## config.mk

```make
export PLATFORM = sky130hd
export DESIGN_NAME = multi_cycle_adder_flat
export DESIGN_NICKNAME = d
export VERILOG_FILES = /design/src/rtl/multi_cycle_adder_if.sv /design/src/rtl/multi_cycle_adder.sv /design/src/flat_wrapper.sv
export SDC_FILE = /design/constraint.sdc
export NUM_CORES = 1
export LEC_CHECK = 0
export CORE_UTILIZATION = 65
export DETAILED_ROUTE_END_ITERATION = 10
export DONT_BUFFER_PORTS = 1
export HOLD_SLACK_MARGIN = 0.15
export PLACE_DENSITY_LB_ADDON = 0.3
export SLEW_MARGIN = 20
export SYNTH_ARGS = -nofsm -noshare
export SYNTH_HDL_FRONTEND = slang
export SYNTH_SLANG_ARGS = --single-unit
```

## constraint.sdc

```tcl
create_clock -name clk -period 5.2 [get_ports clk]
set_input_delay 1.04 -clock clk [delete_from_list [all_inputs] [get_ports clk]]
set_output_delay 1.04 -clock clk [all_outputs]
set_load 0.02 [all_outputs]
```

## src/rtl/multi_cycle_adder_if.sv

```systemverilog
// Handshake and data bundle between an operand producer, the digit-serial
// adder and the result consumer.
interface multi_cycle_adder_if #(
  parameter int WIDTH = 16
);
  logic             in_valid;
  logic             in_ready;
  logic [WIDTH-1:0] inp_1;
  logic [WIDTH-1:0] inp_2;
  logic             sub;
  logic             out_valid;
  logic             out_ready;
  logic [WIDTH-1:0] sum;
  logic             carry;
  logic             overflow;

  modport master (
    output in_valid, inp_1, inp_2, sub, out_ready,
    input  in_ready, out_valid, sum, carry, overflow
  );

  modport slave (
    input  in_valid, inp_1, inp_2, sub, out_ready,
    output in_ready, out_valid, sum, carry, overflow
  );
endinterface

```

## src/rtl/multi_cycle_adder.sv

```systemverilog
// Digit-serial adder/subtractor: one DIGIT-bit slice with a registered carry
// walks the operands LSB digit first, with valid/ready on both sides.
module multi_cycle_adder #(
  parameter int WIDTH = 16,
  parameter int DIGIT = 4
) (
  input  logic                clk,
  input  logic                rst_n,
  multi_cycle_adder_if.slave  bus
);

  localparam int NUM_DIGITS = WIDTH / DIGIT;
  localparam int CNT_W      = (NUM_DIGITS > 1) ? $clog2(NUM_DIGITS) : 1;
  localparam logic [CNT_W-1:0] LAST_DIGIT = CNT_W'(NUM_DIGITS - 1);

  typedef enum logic [1:0] {
    IDLE = 2'd0,
    RUN  = 2'd1,
    DONE = 2'd2
  } state_e;

  function automatic logic [DIGIT:0] add_slice(
    input logic [DIGIT-1:0] a,
    input logic [DIGIT-1:0] b,
    input logic             cin
  );
    add_slice = {1'b0, a} + {1'b0, b} + {{DIGIT{1'b0}}, cin};
  endfunction

  // Same-sign operands producing a different-sign result is equivalent to
  // carry-into-MSB differing from carry-out-of-MSB.
  function automatic logic signed_ovf(
    input logic a_msb,
    input logic b_msb,
    input logic s_msb
  );
    signed_ovf = (a_msb == b_msb) && (s_msb != a_msb);
  endfunction

  state_e           state_q, state_d;
  logic [WIDTH-1:0] a_q, a_d;
  logic [WIDTH-1:0] b_q, b_d;
  logic             c_q, c_d;
  logic [CNT_W-1:0] digit_q, digit_d;
  logic [WIDTH-1:0] sum_q, sum_d;
  logic             carry_q, carry_d;
  logic             ovf_q, ovf_d;
  logic [DIGIT:0]   slice_s;

  // State, operand shift registers, running carry and result registers.
  always_ff @(posedge clk or negedge rst_n) begin
    if (!rst_n) begin
      state_q <= IDLE;
      a_q     <= {WIDTH{1'b0}};
      b_q     <= {WIDTH{1'b0}};
      c_q     <= 1'b0;
      digit_q <= {CNT_W{1'b0}};
      sum_q   <= {WIDTH{1'b0}};
      carry_q <= 1'b0;
      ovf_q   <= 1'b0;
    end else begin
      state_q <= state_d;
      a_q     <= a_d;
      b_q     <= b_d;
      c_q     <= c_d;
      digit_q <= digit_d;
      sum_q   <= sum_d;
      carry_q <= carry_d;
      ovf_q   <= ovf_d;
    end
  end

  // Next-state and datapath: operands shift right so the slice always sees bit 0.
  always_comb begin
    state_d = state_q;
    a_d     = a_q;
    b_d     = b_q;
    c_d     = c_q;
    digit_d = digit_q;
    sum_d   = sum_q;
    carry_d = carry_q;
    ovf_d   = ovf_q;
    slice_s = add_slice(a_q[DIGIT-1:0], b_q[DIGIT-1:0], c_q);

    case (state_q)
      IDLE: begin
        if (bus.in_valid) begin
          state_d = RUN;
          a_d     = bus.inp_1;
          b_d     = bus.sub ? ~bus.inp_2 : bus.inp_2;
          c_d     = bus.sub;
          digit_d = {CNT_W{1'b0}};
        end else begin
          state_d = IDLE;
        end
      end
      RUN: begin
        a_d = a_q >> DIGIT;
        b_d = b_q >> DIGIT;
        c_d = slice_s[DIGIT];
        for (int i = 0; i < NUM_DIGITS; i++) begin
          if (digit_q == CNT_W'(i)) begin
            sum_d[i*DIGIT +: DIGIT] = slice_s[DIGIT-1:0];
          end else begin
            sum_d[i*DIGIT +: DIGIT] = sum_q[i*DIGIT +: DIGIT];
          end
        end
        if (digit_q == LAST_DIGIT) begin
          state_d = DONE;
          digit_d = {CNT_W{1'b0}};
          carry_d = slice_s[DIGIT];
          ovf_d   = signed_ovf(a_q[DIGIT-1], b_q[DIGIT-1], slice_s[DIGIT-1]);
        end else begin
          state_d = RUN;
          digit_d = digit_q + CNT_W'(1);
        end
      end
      DONE: begin
        if (bus.out_ready) begin
          state_d = IDLE;
        end else begin
          state_d = DONE;
        end
      end
      default: begin
        state_d = IDLE;
      end
    endcase
  end

  assign bus.in_ready  = (state_q == IDLE);
  assign bus.out_valid = (state_q == DONE);
  assign bus.sum       = sum_q;
  assign bus.carry     = carry_q;
  assign bus.overflow  = ovf_q;

endmodule

```

## src/flat_wrapper.sv

```systemverilog
// flat-port wrapper written by rule: the top's interface ports become plain ports
module multi_cycle_adder_flat 
#(
  parameter int WIDTH = 16,
  parameter int DIGIT = 4
)
  (clk, rst_n, bus_in_valid, bus_inp_1, bus_inp_2, bus_sub, bus_out_ready, bus_in_ready, bus_out_valid, bus_sum, bus_carry, bus_overflow);
  multi_cycle_adder_if #(.WIDTH(WIDTH)) bus_i ();
  input  logic clk;
  input  logic rst_n;
  input wire logic [$bits(bus_i.in_valid)-1:0] bus_in_valid;
  input wire logic [$bits(bus_i.inp_1)-1:0] bus_inp_1;
  input wire logic [$bits(bus_i.inp_2)-1:0] bus_inp_2;
  input wire logic [$bits(bus_i.sub)-1:0] bus_sub;
  input wire logic [$bits(bus_i.out_ready)-1:0] bus_out_ready;
  output wire logic [$bits(bus_i.in_ready)-1:0] bus_in_ready;
  output wire logic [$bits(bus_i.out_valid)-1:0] bus_out_valid;
  output wire logic [$bits(bus_i.sum)-1:0] bus_sum;
  output wire logic [$bits(bus_i.carry)-1:0] bus_carry;
  output wire logic [$bits(bus_i.overflow)-1:0] bus_overflow;
  assign bus_i.in_valid = bus_in_valid;
  assign bus_i.inp_1 = bus_inp_1;
  assign bus_i.inp_2 = bus_inp_2;
  assign bus_i.sub = bus_sub;
  assign bus_i.out_ready = bus_out_ready;
  assign bus_in_ready = bus_i.in_ready;
  assign bus_out_valid = bus_i.out_valid;
  assign bus_sum = bus_i.sum;
  assign bus_carry = bus_i.carry;
  assign bus_overflow = bus_i.overflow;
  multi_cycle_adder #(.WIDTH(WIDTH), .DIGIT(DIGIT)) u_core (.clk(clk), .rst_n(rst_n), .bus(bus_i));
endmodule
```

## Word level (Yosys, flattened, before mapping)

Index checks and enable logic that the tools add are counted.

| word-level totals | value |
|---|---|
| register bits | 55 |
| input port bits | 37 |
| output and inout port bits | 20 |

| operators by class | value |
|---|---|
| $add $sub $neg | 3 |
| equality and inequality tests | 8 |
| muxes and demuxes | 14 |
| bitwise logic cells | 1 |
| reduce and logical (&&, ||, !) cells | 9 |

Operators by type and width:

| kind | count |
|---|---|
| $pmux 16 s2 | 2 |
| $mux 16 | 3 |
| $not 16->16 | 1 |
| $reduce_and 2->1 | 5 |
| $mux 2 | 4 |
| $eq 2x2->1 const B | 3 |
| $pmux 2 s3 | 1 |
| $add 4x4->5 | 1 |
| $add 5x1->5 | 1 |
| $eq 2x1->1 const B | 2 |
| $logic_not 2->1 | 2 |
| $pmux 2 s2 | 1 |
| $add 2x1->2 const B | 1 |
| $mux 1 | 2 |
| $ne 2x2->1 const B | 1 |
| $pmux 1 s2 | 1 |
| $reduce_bool 2->1 | 1 |
| $eq 1x1->1 | 1 |
| $logic_and 1x1->1 | 1 |
| $ne 1x1->1 | 1 |

## Depth between registers and ports, before layout

| logic depth | value |
|---|---|
| depth after elaboration | 4 |
| depth in mapped cells | 6 |
| gate-level depth less buffers | 5 |

## Worst setup path after synthesis

Ideal clock, no wire load.

| timing path | value |
|---|---|
| path kind | input -> register |
| start point | in bus_sub |
| end point | reg u_core.b_q[10] |
| setup time | 0.126 ns |
| arrival time | 1.929 ns |
| slack | 3.145 ns |
| stages on the path | 5 |
| path through | buf_2 -> buf_2 -> xnor2_1 -> nor2_1 -> a221o_1 |

| between the ends | value |
|---|---|
| cells in the longest elaborated chain, start to end | 3 |

RTL lines:

| item | line | RTL |
|---|---|---|
| start: declaration | flat_wrapper.sv:14 | `input wire logic [$bits(bus_i.sub)-1:0] bus_sub;` |
| $mux 16 | multi_cycle_adder.sv:90 | `b_d = bus.sub ? ~bus.inp_2 : bus.inp_2;` |
| $mux 16 | multi_cycle_adder.sv:87 | `if (bus.in_valid) begin` |
| $pmux 16 s2 | multi_cycle_adder.sv:85 | `case (state_q)` |
| end signal: assignment | multi_cycle_adder.sv:55 | `b_q <= {WIDTH{1'b0}};` |
| end: declaration | multi_cycle_adder.sv:42 | `logic [WIDTH-1:0] b_q, b_d;` |

Every way passes these cells. The select of a mux whose other input is x is not followed.
A chain may end at the register's enable or synchronous reset.

## Worst setup path after layout

| timing path | value |
|---|---|
| start point | reg u_core.state_q[0] |
| end point | out bus_out_valid |

| between the ends | value |
|---|---|
| cells in the longest elaborated chain, start to end | 1 |

RTL lines:

| item | line | RTL |
|---|---|---|
| start: declaration | multi_cycle_adder.sv:40 | `state_e state_q, state_d;` |
| start signal: assignment | multi_cycle_adder.sv:62 | `state_q <= state_d;` |
| $eq 2x2->1 | multi_cycle_adder.sv:132 | `assign bus.out_valid = (state_q == DONE);` |
| end: declaration | flat_wrapper.sv:17 | `output wire logic [$bits(bus_i.out_valid)-1:0] bus_out_valid;` |

Every way passes these cells.

==> flow_summary.ini <==
[timing]
rsz0062_at_grt = false
slew_violations = 0
setup_viol = 0
fin_crit_sh = 0.438
finalCriticalPeriod_ns = 2.28
hold_violations = 0
setup_tns_ns = 0
slew_headroom = 0.282
fmax_ghz = 0.439
tightest_slew_ns = 1.07
fin_worst_skew_ns = 0.00457

[route]
vias_per_cell = 6.11
drc_errors = 0
num_vias = 1753
firstDrtPassIters = 4
wl_per_cell_um = 16.7
antenna_left = 0
drtIter0Drc = 145
wirelength_um = 4790

[finish]
layout-drive-gt1-share = 0.0795
design_area_um2 = 2690
layout_commonest_cell = dfrtp_1
final_cell_mix = dfrtp_1, nand2_1, nor2_1
nFillCells = 289
antenna_cells = 0
syn2layout_area_growth_pct = 2.58
nets = 284

[die]
ioPinCount = 57
core_um2 = 3770
placementRows = 22
fp.dieH_um = 65.5
die_width_um = 65.5
die_area_um2 = 4290
initial_utilization = 0.694

[yosys]
synth_simple_gate_area_frac = 0.150
synth_compound_gate_area_share = 0.137
synth-seq-area-share = 0.526
synth_area_per_cell_um2 = 10.6
synth_seq_cells = 55
syn_inst = 247
yosys_warnings = 0
synthAdderAreaFrac = 0.0488
synthMuxAreaShare = 0.0344
syn_area_um2 = 2620
synth-xor-area-share = 0.0569
synth.net_count = 293
ys_types = 31
synth_top_family_by_area = simple AND/OR/NAND/NOR gates

[place]
port_buffers = 0
dpl_cell_area_um2 = 2560
hpwl_um = 3260
place_congestion = 0.815

[global_routing]
grt_pass1_vias = 1613
grt_overflow = 0
gr-max-usage-layer = met2
grt_pass1_wl_um = 7710
grtUsageMet3 = 0.0573
grt_use_met1 = 0.329
grt_max_degree = 56
met2_usage = 0.390
grt_usage = 0.245
antenna_found_initial = 0

[clocking]
cts_tree = done
postCtsResizedCells = 0
root_buffer = clkbuf_8
cts.sinks = 55
postCtsHoldBufs = 0
cts_buffer_depth = 2
worstSkewPairLatency_ns = 0.31
cts_buffers = 5
clk_pin_slew_ns = 0.09
cts_setup_buffers = 0
cts-htree-levels = 2

[power]
p_sw_frac = 0.416
seq_power_share = 0.466
power_density_nw_per_um2 = 695
comb_power_share = 0.379
switchingPower_uw = 776
power_leakage_nw = 1.21
p_clk_frac = 0.155
ir_drop_mv = 0.303
p_int_mw = 1.09

[worst_setup_path]
cp_max_fo = 11
worstReg2RegStart = u_core.c_q
end_kind = primary output
crit_chain = nand2b_1, inv_1
crit_arrival_ns = 1.24
r2r_setup_slack_ns = 3.24
startpoint_type = flip-flop
slowest_delay_ns = 0.53
path_class = reg2out
rr_worst_depth = 5
slowest_stage = dfrtp_1
cp_data_required_time_ns = 4.16
reg2reg_to = u_core.bus.carry

[worst_hold_path]
worstHoldPathType = in2async

[run_status]
status = finished clean

[flow_run]
cap_viol_max_count = 0
## synthesized netlist by cell type
| cell | instances | area share |
|---|---|---|
| o21bai_1 | 1 | 0.0029 |
| nand3b_1 | 4 | 0.011 |
| a31oi_1 | 12 | 0.029 |
| buf_6 | 5 | 0.022 |
| inv_1 | 3 | 0.0043 |
| clkbuf_1 | 1 | 0.0014 |
| or3b_1 | 1 | 0.0033 |
| nor2_1 | 26 | 0.037 |
| nand2_1 | 43 | 0.062 |
| o21a_1 | 1 | 0.0029 |
| xnor2_1 | 17 | 0.057 |
| a21o_1 | 2 | 0.0057 |
| a21oi_1 | 1 | 0.0019 |
| buf_4 | 1 | 0.0029 |
| or3_1 | 1 | 0.0024 |
| nor2b_1 | 1 | 0.0024 |
| dfrtp_1 | 55 | 0.53 |
| fa_1 | 2 | 0.015 |
| nand3_1 | 8 | 0.015 |
| and3_1 | 1 | 0.0024 |
| nor3b_4 | 1 | 0.0072 |
| a32o_1 | 1 | 0.0038 |
| buf_2 | 9 | 0.017 |
| a22oi_1 | 1 | 0.0029 |
| nor3_1 | 1 | 0.0019 |
| nand2b_1 | 2 | 0.0048 |
| a221o_1 | 12 | 0.046 |
| ha_1 | 7 | 0.033 |
| mux2_2 | 8 | 0.034 |
| o31ai_1 | 6 | 0.017 |
| o21ai_0 | 13 | 0.025 |
## routing by layer
layer  part of all wire  vias up
li1                   -      837
met1               0.45      850
met2               0.49       59
met3              0.049        7
met4              0.015        0
met5                  0        -
## per-stage QoR
step / hold WS (ns) / util / setup slack (ns) / total power [mW] / cells
after floorplan: 0.467 / - / 3.15 / 1.46 / 247
after global placement: 0.483 / 0.680 / 2.73 / 1.54 / 279
after detailed placement: 0.486 / 0.680 / 2.70 / 1.58 / 279
after CTS: 0.400 / 0.711 / 2.94 / 1.88 / 287
after global routing: 0.393 / 0.712 / 2.85 / 2.01 / 287
final: 0.412 / 0.712 / 2.92 / 1.87 / 287
## power by group through the flow
stage | logic (mW) | registers, mW | clock network [mW]
after floorplan | 0.643 | 0.819 | 0
after global placement | 0.671 | 0.865 | 0
after global routing | 0.798 | 0.896 | 0.314
after CTS | 0.711 | 0.869 | 0.297
after detailed placement | 0.704 | 0.877 | 0
final | 0.707 | 0.870 | 0.290
## state kept, by name (all words and copies together) (netlist names)
name,flops
u_core.a_q,16
u_core.b_q,16
u_core.bus.sum,16
u_core.digit_q,2
u_core.state_q,2
u_core.bus.carry,1
u_core.bus.overflow,1
u_core.c_q,1
## layout make-up
| type | instances | area [um2] | share of cell area |
|---|---|---|---|
| multi-input cells | 173 | 1120 | 0.417 |
| inverters | 3 | 11.3 | 0.00419 |
| clock inverters | 2 | 35.0 | 0.0130 |
| well taps | 48 | 60.1 | 0.0224 |
| flip-flops and latches | 55 | 1380 | 0.513 |
| clock buffers | 6 | 82.6 | 0.0308 |
## worst max path at each step
stage | cells past startpoint | from | to | slack, ns
after floorplan | 5 | bus_sub | u_core.b_q[10] | 3.15
after global placement | 3 | bus_in_valid | u_core.b_q[0] | 2.73
after detailed placement | 3 | bus_in_valid | u_core.b_q[8] | 2.70
after CTS | 2 | u_core.state_q[0] | bus_out_valid | 2.94
after global routing | 2 | u_core.state_q[0] | bus_out_valid | 2.85
final | 2 | u_core.state_q[0] | bus_out_valid | 2.92
## worst max-delay path: cells and delay by family, from the launching register on
kind / cells / cell delay, ns
buf+inv: 1 / 0.17
simple gates: 1 / 0.22
flops: 1 / 0.53
## cells by family after synthesis
logic type      after synthesis
fa+ha+maj                     9
buf+inv                      19
flops                        55
compound gates               50
mux                           8
xor+xnor                     17
simple gates                 89
(Power assumes the default switching activity.)
